$ cat src/rtl/dds_channel_sched_pkg.sv
// Shared DDS constants and the phase accumulate rule used by the channel scheduler.
// PI2 is the CORDIC quarter-turn; a full turn is 4*PI2 in 18-bit angle units.
package dds_channel_sched_pkg;

   localparam int NCH_MAX = 16;
   localparam logic signed [18:0] PI2      = 19'sd51472;
   localparam logic signed [18:0] FOUR_PI2 = 19'sd205888;

   // Result always lands in [0, 4*PI2]; exactly 4*PI2 is kept, not folded to 0.
   function automatic logic [17:0] phase_acc(input logic [17:0] phase,
                                             input logic signed [15:0] inc);
      logic signed [18:0] sum;
      sum = $signed({1'b0, phase}) + $signed({{3{inc[15]}}, inc});
      if (sum > FOUR_PI2)
         sum = sum - FOUR_PI2;
      else if (sum < 19'sd0)
         sum = sum + FOUR_PI2;
      return sum[17:0];
   endfunction

endpackage

$ cat src/rtl/dds_channel_sched_phase_bank.sv
// Per-channel phase storage plus live and frame-latched increments.
// One combinational read / registered write port addressed by ch.
module phase_bank
   import dds_channel_sched_pkg::*;
#(
   parameter int NCH  = 4,
   parameter int CH_W = $clog2(NCH)
) (
   input  logic                    clk,
   input  logic                    reset,
   input  logic                    cfg_we,
   input  logic [CH_W-1:0]         cfg_ch,
   input  logic signed [15:0]      cfg_inc,
   input  logic                    load_frame,
   input  logic                    clr,
   input  logic [CH_W-1:0]         ch,
   input  logic                    wr_en,
   input  logic [17:0]             wr_phase,
   output logic [17:0]             rd_phase,
   output logic signed [15:0]      rd_inc
);

   logic [17:0]        phase     [NCH];
   logic signed [15:0] inc_live  [NCH];
   logic signed [15:0] inc_frame [NCH];

   assign rd_phase = phase[ch];
   assign rd_inc   = inc_frame[ch];

   always_ff @(posedge clk or negedge reset) begin
      if (!reset) begin
         for (int i = 0; i < NCH; i++) begin
            phase[i]     <= '0;
            inc_live[i]  <= '0;
            inc_frame[i] <= '0;
         end
      end else begin
         if (cfg_we && (int'(cfg_ch) < NCH))
            inc_live[cfg_ch] <= cfg_inc;
         // Nonblocking copy: a write landing on the same edge is seen only by the next frame.
         if (load_frame)
            for (int i = 0; i < NCH; i++)
               inc_frame[i] <= inc_live[i];
         if (clr) begin
            for (int i = 0; i < NCH; i++)
               phase[i] <= '0;
         end else if (wr_en) begin
            phase[ch] <= wr_phase;
         end
      end
   end

endmodule

$ cat src/rtl/dds_channel_sched.sv
// Round-robin scheduler sharing one cordicsine core across NCH DDS channels.
// Owns the frame FSM, the pending-channel mask and the CORDIC handshake.
module dds_channel_sched
   import dds_channel_sched_pkg::*;
#(
   parameter int NCH  = 4,
   parameter int CH_W = $clog2(NCH)
) (
   input  logic                    clk,
   input  logic                    reset,
   input  logic                    tick,
   input  logic [NCH-1:0]          ch_enable,
   input  logic                    cfg_we,
   input  logic [CH_W-1:0]         cfg_ch,
   input  logic signed [15:0]      cfg_inc,
   input  logic                    phase_clr,
   output logic                    cs_update,
   output logic [17:0]             cs_angle,
   input  logic                    cs_ready,
   input  logic signed [15:0]      cs_result,
   output logic                    sample_valid,
   output logic [CH_W-1:0]         sample_ch,
   output logic signed [15:0]      sample_data,
   output logic                    busy,
   output logic                    overrun
);

   localparam logic [2:0] S_IDLE      = 3'd0;
   localparam logic [2:0] S_SELECT    = 3'd1;
   localparam logic [2:0] S_ISSUE     = 3'd2;
   localparam logic [2:0] S_WAIT_LO   = 3'd3;
   localparam logic [2:0] S_WAIT_DONE = 3'd4;

   logic [2:0]         state;
   logic [NCH-1:0]     pending;
   logic [CH_W-1:0]    cur_ch;
   logic               clr_pend;
   logic [CH_W-1:0]    sel_ch;
   logic               sel_any;
   logic               load_frame;
   logic               clr_now;
   logic               wr_en;
   logic [17:0]        rd_phase;
   logic signed [15:0] rd_inc;
   logic [17:0]        next_phase;

   always_comb begin
      sel_ch  = '0;
      sel_any = 1'b0;
      for (int i = NCH - 1; i >= 0; i--) begin
         if (pending[i]) begin
            sel_ch  = CH_W'(i);
            sel_any = 1'b1;
         end
      end
   end

   assign load_frame = (state == S_IDLE) && tick && (|ch_enable);
   assign wr_en      = (state == S_SELECT) && sel_any;
   assign next_phase = phase_acc(rd_phase, rd_inc);
   // A clear requested mid-frame is deferred to the SELECT->IDLE edge so the frame keeps old phases.
   assign clr_now    = ((state == S_IDLE) && phase_clr) ||
                       ((state == S_SELECT) && !sel_any && (clr_pend || phase_clr));

   phase_bank #(.NCH(NCH), .CH_W(CH_W)) u_phase_bank (
      .clk        (clk),
      .reset      (reset),
      .cfg_we     (cfg_we),
      .cfg_ch     (cfg_ch),
      .cfg_inc    (cfg_inc),
      .load_frame (load_frame),
      .clr        (clr_now),
      .ch         (sel_ch),
      .wr_en      (wr_en),
      .wr_phase   (next_phase),
      .rd_phase   (rd_phase),
      .rd_inc     (rd_inc)
   );

   always_ff @(posedge clk or negedge reset) begin
      if (!reset) begin
         state        <= S_IDLE;
         pending      <= '0;
         cur_ch       <= '0;
         clr_pend     <= 1'b0;
         cs_update    <= 1'b0;
         cs_angle     <= '0;
         sample_valid <= 1'b0;
         sample_ch    <= '0;
         sample_data  <= '0;
         busy         <= 1'b0;
         overrun      <= 1'b0;
      end else begin
         cs_update    <= 1'b0;
         sample_valid <= 1'b0;

         if (clr_now) begin
            overrun  <= 1'b0;
            clr_pend <= 1'b0;
         end else if (phase_clr && (state != S_IDLE)) begin
            clr_pend <= 1'b1;
         end
         if (tick && (state != S_IDLE))
            overrun <= 1'b1;

         case (state)
            S_IDLE: begin
               if (load_frame) begin
                  pending <= ch_enable;
                  busy    <= 1'b1;
                  state   <= S_SELECT;
               end
            end
            S_SELECT: begin
               if (sel_any) begin
                  pending[sel_ch] <= 1'b0;
                  cur_ch          <= sel_ch;
                  cs_angle        <= next_phase;
                  cs_update       <= 1'b1;
                  state           <= S_ISSUE;
               end else begin
                  busy  <= 1'b0;
                  state <= S_IDLE;
               end
            end
            S_ISSUE:   state <= S_WAIT_LO;
            // The core still shows the previous ready for one cycle after an update.
            S_WAIT_LO: state <= S_WAIT_DONE;
            S_WAIT_DONE: begin
               if (cs_ready) begin
                  sample_data  <= cs_result;
                  sample_ch    <= cur_ch;
                  sample_valid <= 1'b1;
                  state        <= S_SELECT;
               end
            end
            default:   state <= S_IDLE;
         endcase
      end
   end

endmodule

$ cat config.mk
export PLATFORM = sky130hd
export DESIGN_NAME = dds_channel_sched
export DESIGN_NICKNAME = d
export VERILOG_FILES = /design/src/rtl/dds_channel_sched_pkg.sv /design/src/rtl/dds_channel_sched_phase_bank.sv /design/src/rtl/dds_channel_sched.sv
export SDC_FILE = /design/constraint.sdc
export NUM_CORES = 1
export LEC_CHECK = 0
export ABC_AREA = 1
export BUFFER_PORTS_ARGS = -buffer_cell sky130_fd_sc_hd__buf_2
export CORE_MARGIN = 5
export CORE_UTILIZATION = 35
export CTS_CLUSTER_DIAMETER = 150
export CTS_CLUSTER_SIZE = 20
export DETAILED_ROUTE_END_ITERATION = 8
export PLACE_DENSITY = 0.55
export SYNTH_ARGS = -nofsm -noshare
export SYNTH_HDL_FRONTEND = slang
export SYNTH_SLANG_ARGS = --single-unit
$ cat constraint.sdc
create_clock -name clk -period 3.7 [get_ports clk]
set_input_delay 0.555 -clock clk [delete_from_list [all_inputs] [get_ports clk]]
set_output_delay 0.555 -clock clk [all_outputs]
set_load 0.05 [all_outputs]
==> metrics.yaml, run 1 <==
seq_area_um2: 6260
path_common_cell: "nand2_2"
crit_path_max_incr_delay_ps: 420
first_pass_iters: 5
die_area_um2: 39300
synth_cell_types: 40
htreeDepth: 1
nNetsFinal: 1852
drive_gt1_share_pct: 26.8
avgSynthCellArea_um2: 7.89
fin_skew_ps: 31.2
cts_root_buf: "clkbuf_16"
cap_violations: 0
drtIter0Drc: 671
crit_family: "simple AND/OR/NAND/NOR gates"
critical_path_class: "register to register"
post-route-period-util_pct: 102
cts_made_buffers: 16
cts_tree: "yes"
vias: 11000
std_cell_rows: 69
via_per_inst: 4.90
cts_buffer_depth: 3
clkLatencyLatePin_ps: 510
area_delta_synth_final_pct: 28.2
endpoint_kind: "register"
tightest_slew_ps: 1170
nFillCells: 3477
core-area_um2: 35300
cts.sinks: 250
holdCritPathClass: "input pin to async pin"
dp_hpwl_um: 24300
crit_cells: 28
hold_viol_final: 0
diodes: 0
grt_max_degree: 93
clk_pin_slew_ps: 90
min_period_ps: 3790
gp_congestion: 0.875
die_h_um: 198
post_dp_cell_area_um2: 14300
layout_common_cells: "nand2_1 (643), dfrtp_1 (250), buf_4 (152)"
wl_per_cell_um: 15.9
status: "complete, but fails checks"
synthesis.instances: 1572
ys.flop_type: "dfrtp_1"
synth_nets: 1638
cp_num_buf_inv: 6
drc: 0
ys_seq_area_share_pct: 50.4
cp_data_arrival_time_ps: 4180
failed_checks: "setup timing"
synth-edff-count: 0
fmax_ghz: 0.264
crit_fanout: 5
io_buffers: 83
detail-route-antenna-nets: 0
grt_usage_pct: 18.3
netlist_area_um2: 12400
grt_pass1_wl_um: 59000
r2r_cells: 28
rsz0062_at_grt: "yes"
mostFrequentLayoutCell: "nand2_1"
overflow: 0
slew_headroom_pct: 21.7
finalInstanceArea_um2: 15900
ys_warn_count: 0
grt_antenna_before_repair: 0
crit_required_ps: 4090
die_x_um: 198
grt_pass1_vias: 10900
crit_path_top_delay_cell: "dfrtp_1"
maxSlewViolCount: 0
setup_ws_ps: -88.6
start_util_pct: 35.1
num_io_pins: 84
ys_ff_latch: 250
wl_um: 35800
synth-async-reset-ratio_pct: 100
hold_slack_ps: 63.1
multi_input_area_um2: 6250
finalSetupViolations: 48
start_kind: "register"
-- final cells by class --
type | instances | share of cell area (%)
Multi-Input combinational cell | 1146 | 39.3
Inverter | 116 | 2.89
Clock inverter | 1 | 0.0708
Tap cell | 461 | 3.63
Sequential cell | 250 | 39.3
Clock buffer | 17 | 2.67
Timing Repair Buffer | 256 | 12.1
-- stage by stage --
| step | util [%] | instances | TNS [ps] | setup slack (ps) |
|---|---|---|---|---|
| after floorplan | - | 1572 | 0 | 4.96 |
| after global routing | 45.0 | 2247 | -17410 | -345 |
| after CTS | 44.2 | 2242 | -99.1 | -32.7 |
| after detailed placement | 40.5 | 2198 | -13390 | -313 |
| after global placement | 40.5 | 2198 | -9500 | -195 |
| final | 45.0 | 2247 | -1830 | -88.6 |
-- worst register-to-register path: cells and delay by family (launching register included) --
kind | cells | cell delay (ps)
AO/OA/AOI/OAI | 1 | 160
AND/OR/NAND/NOR | 19 | 1780
flip-flops | 1 | 420
adder cells (fa/ha/maj) | 2 | 540
buffers and inverters | 6 | 780
-- cell usage after synthesis (2+ instances only) --
cell type / instances / area share, %
buf_4: 2 / 0.12
nand3_1: 62 / 2.5
nand3b_1: 4 / 0.24
a21oi_2: 3 / 0.21
nor3_1: 22 / 0.89
nand2_4: 4 / 0.36
or2_2: 2 / 0.10
buf_2: 3 / 0.12
buf_1: 6 / 0.18
clkinv_1: 4 / 0.12
clkbuf_4: 2 / 0.12
and2_1: 3 / 0.15
dlygate4sd1_1: 4 / 0.28
a21oi_1: 15 / 0.60
o21ai_0: 90 / 3.6
xnor2_1: 2 / 0.14
nand4_1: 62 / 3.1
inv_1: 105 / 3.2
nor2_1: 75 / 2.3
nand2_1: 681 / 21
a221oi_1: 7 / 0.49
nand3_4: 9 / 1.3
o22ai_1: 34 / 1.7
nand3_2: 5 / 0.40
nor2_2: 7 / 0.35
inv_2: 7 / 0.21
clkbuf_1: 40 / 1.2
xor2_1: 12 / 0.85
dfrtp_1: 250 / 50
ha_1: 21 / 2.1
buf_6: 2 / 0.18
nand2_2: 19 / 0.96
-- cells by family after synthesis --
kind of cell    share of synthesized area (%)
simple gates                             33.5
compound gates                           6.85
xor+xnor                                0.988
buf+inv                                  6.01
fa+ha+maj                                2.28
flops                                    50.4
-- final timing paths --
check	to	slack, ps	start
setup / recovery	cs_angle[9]	-90	pending[1]
max in group asynchronous	u_phase_bank.inc_frame[6]	2650	reset
hold / removal	state[1]	60	reset
setup reg to reg	cs_angle[9]	-90	pending[1]
min in group clk	sample_data[1]	240	cs_result[1]
hold reg to reg	u_phase_bank.inc_frame[16]	460	u_phase_bank.inc_live[16]
-- registers in the layout (all words and copies together), names as in the netlist --
register	count
u_phase_bank.phase	72
cs_angle	18
u_phase_bank.inc_frame	64
clr_pend	1
busy	1
pending	4
cur_ch	2
sample_valid	1
sample_ch	2
sample_data	16
u_phase_bank.inc_live	64
cs_update	1
state	3
overrun	1
-- what timing repair did --
| item | 4_1_cts | 5_1_grt |
|---|---|---|
| hold buffers | 0 | 0 |
| resized for setup | 127 | 63 |
| cloned | 3 | 0 |
| setup endpoints to repair | 60 | 60 |
| pin swaps | 29 | 14 |
| buffers inserted | 25 | 6 |
-- layer usage --
layer	part of all wire, %	up-vias	routed length [um]	global-route usage, %
met1	49	5311	17600	27.2
met5	0	-	0	0
met2	46	193	16400	29.4
met4	2.0	0	718	3.65
li1	-	5467	-	-
met3	3.1	37	1100	1.79
Power of run 1 is left out: the tool's default activity adds up to more than one toggle a clock period on the data nets, which glitch-free logic cannot reach.
==> inputs of run 2 (changes only) <==
- PLACE_DENSITY: 0.55 -> 0.58
==> run 2 against run 1 <==
The run still ends with setup timing left. Cell count down 0.18%. Utilization down 0.65 points. Worst hold slack worse by 37 ps. Non-clock buffer count down 3. Clock-buffer cell count unchanged. Flip-flop and latch count unchanged. Worst setup slack worse by 39 ps. Via count down 0.23%. Critical endpoint is now u_phase_bank.phase[53].
==> metrics.yaml, run 2 (synthesis gave the netlist of run 1 again) <==
grt_busiest_layer: "met2"
grt_usage_pct: 17.2  # -1.1 points
dp_slack_ps: -417  # -104 ps
use_met3_pct: 1.84  # +0.051 points
wl_per_cell_um: 15.3  # -3.8%
area_delta_synth_final_pct: 26.3
first_pass_iters: 6  # +1
clkLatencyLatePin_ps: 500  # about the same
die_area_um2: 39300  # unchanged
grt_pass1_vias: 10600  # -2.5%
num_io_pins: 84  # unchanged
place_inst: 2201  # +0.14%
start_util_pct: 35.1  # unchanged
overflow: 0  # unchanged
via_per_inst: 4.90  # about the same
min_period_ps: 3830  # +39.2 ps
mostFrequentLayoutCell: "nand2_1"
r2r_start: "pending[1]"
clk_pin_slew_ps: 90  # about the same
drc: 0  # unchanged
vias: 11000  # -0.23%
regMostFlops: "u_phase_bank.phase"
post-route-period-util_pct: 103  # +1.1 points
core-area_um2: 35300  # unchanged
nFillCells: 3540  # +1.8%
r2r_cells: 28  # unchanged
crit_fanout: 7  # +2
rsz0062_at_grt: "yes"
cts.sinks: 250  # unchanged
grt_antenna_before_repair: 0  # unchanged
path_common_cell: "nand2_1"
slew_headroom_pct: 24.6  # +2.9 points
hold_slack_ps: 26.5  # -36.6 ps
grt_max_degree: 96  # +3.2%
layout.cells.non_filler: 2243  # -0.18%
dp_hpwl_um: 23500  # -3.4%
cts_buffer_depth: 3  # unchanged
die_x_um: 198  # unchanged
crit_family: "simple AND/OR/NAND/NOR gates"
r2r_slack_ps: -130  # -40 ps
wl_um: 34300  # -4.0%
std_cell_rows: 69  # unchanged
cts_hold_buf: 0  # unchanged
tightest_slew_ps: 1130  # -42.9 ps
reg_top3: "u_phase_bank.phase (72), u_phase_bank.inc_frame (64), u_phase_bank.inc_live (64)"
htreeDepth: 1  # unchanged
io_buffers: 83  # unchanged
critical_path_class: "register to register"
die_h_um: 198  # unchanged
maxSlewViolCount: 0  # unchanged
endpoint_kind: "register"
detail-route-antenna-nets: 0  # unchanged
layout_common_cells: "nand2_1 (653), dfrtp_1 (249), buf_4 (143)"
cap_violations: 0  # unchanged
status: "complete, but fails checks"
nNetsFinal: 1848  # -0.22%
hold_viol_final: 0  # unchanged
failed_checks: "setup timing"
r2r_end: "u_phase_bank.phase[53]"
grtUsageMet2_pct: 27.3  # -2.2 points
setup_ws_ps: -128  # -39.2 ps
crit_path_max_incr_delay_ps: 430  # about the same
gp_congestion: 0.854  # -2.3%
start_kind: "register"
cp_data_arrival_time_ps: 4270  # +90 ps
diodes: 0  # unchanged
cts_made_buffers: 16  # unchanged
grt_pass1_wl_um: 55900  # -5.3%
drive_gt1_share_pct: 24.9  # -1.9 points
cts_tree: "yes"
drtIter0Drc: 775  # +15%
fmax_ghz: 0.261  # -1.0%
holdCritPathClass: "input pin to async pin"
cp_num_buf_inv: 8  # +2
finalSetupViolations: 60  # +25%
fin_skew_ps: 32.8  # +1.58 ps
largest_reg_flops: 72  # unchanged
cts_root_buf: "clkbuf_16"
crit_required_ps: 4140  # +50 ps
gr-usage-met1_pct: 25.6  # -1.5 points
crit_path_top_delay_cell: "dfrtp_1"
run 2: changes by cell type in the layout (fill, tap and decap cells not counted), moves of 3 or more:
cell / change
nand2_1: +10
buf_4: -9
nand2_2: -9
buf_6: +7
nand3_1: +7
nand3_2: -5
a21oi_2: -4
a21oi_1: +3
ha_4: -3
nor2_1: +3
nor2_4: -3
nor3_1: +3
o22ai_1: +3
o22ai_4: -3
run 2: what timing repair did:
item                       CTS  global route
resized for setup           91            64
pin swaps                   34            22
setup buffers               10            13
hold endpoints to repair     0             0
setup endpoints to repair   60            60
gates cloned                 1             0
run 2: layer usage:
metal	wire length [um]	vias up
li1	-	5449
met5	0	-
met3	1420	33
met4	621	0
met1	16700	5254
met2	15600	247
run 2: worst max-delay path by stage:
| stage | start | end | slack [ps] | cells past startpoint |
|---|---|---|---|---|
| final | pending[1] | u_phase_bank.phase[53] | -130 | 28 |
| after global routing | pending[1] | u_phase_bank.phase[15] | -390 | 29 |
| after CTS | pending[2] | u_phase_bank.phase[69] | -80 | 31 |
| after detailed placement | pending[2] | u_phase_bank.phase[53] | -420 | 30 |
| after global placement | pending[2] | u_phase_bank.phase[26] | -350 | 30 |
| after floorplan | pending[2] | u_phase_bank.phase[69] | 5 | 33 |
run 2: cell type report:
| type | instances | area, um^2 | share of cell area, % |
|---|---|---|---|
| flip-flops and latches | 250 | 6260 | 39.9 |
| multi-input cells | 1145 | 6050 | 38.6 |
| repair buffers | 253 | 1900 | 12.1 |
| inverters | 116 | 457 | 2.91 |
| well taps | 461 | 577 | 3.68 |
| clock buffers | 17 | 425 | 2.71 |
| clock inverters | 1 | 11.3 | 0.0718 |
run 2: metrics by stage:
stage,instance area [um^2],util [%],setup TNS [ps]
2_1_floorplan,12400,-,0
3_3_place_gp,14300,40.6,-18860
3_5_place_dp,14300,40.6,-20360
4_1_cts,15300,43.3,-2310
5_1_grt,15700,44.4,-18840
6_report,15700,44.4,-3130
Power of run 2 is left out for the same reason.
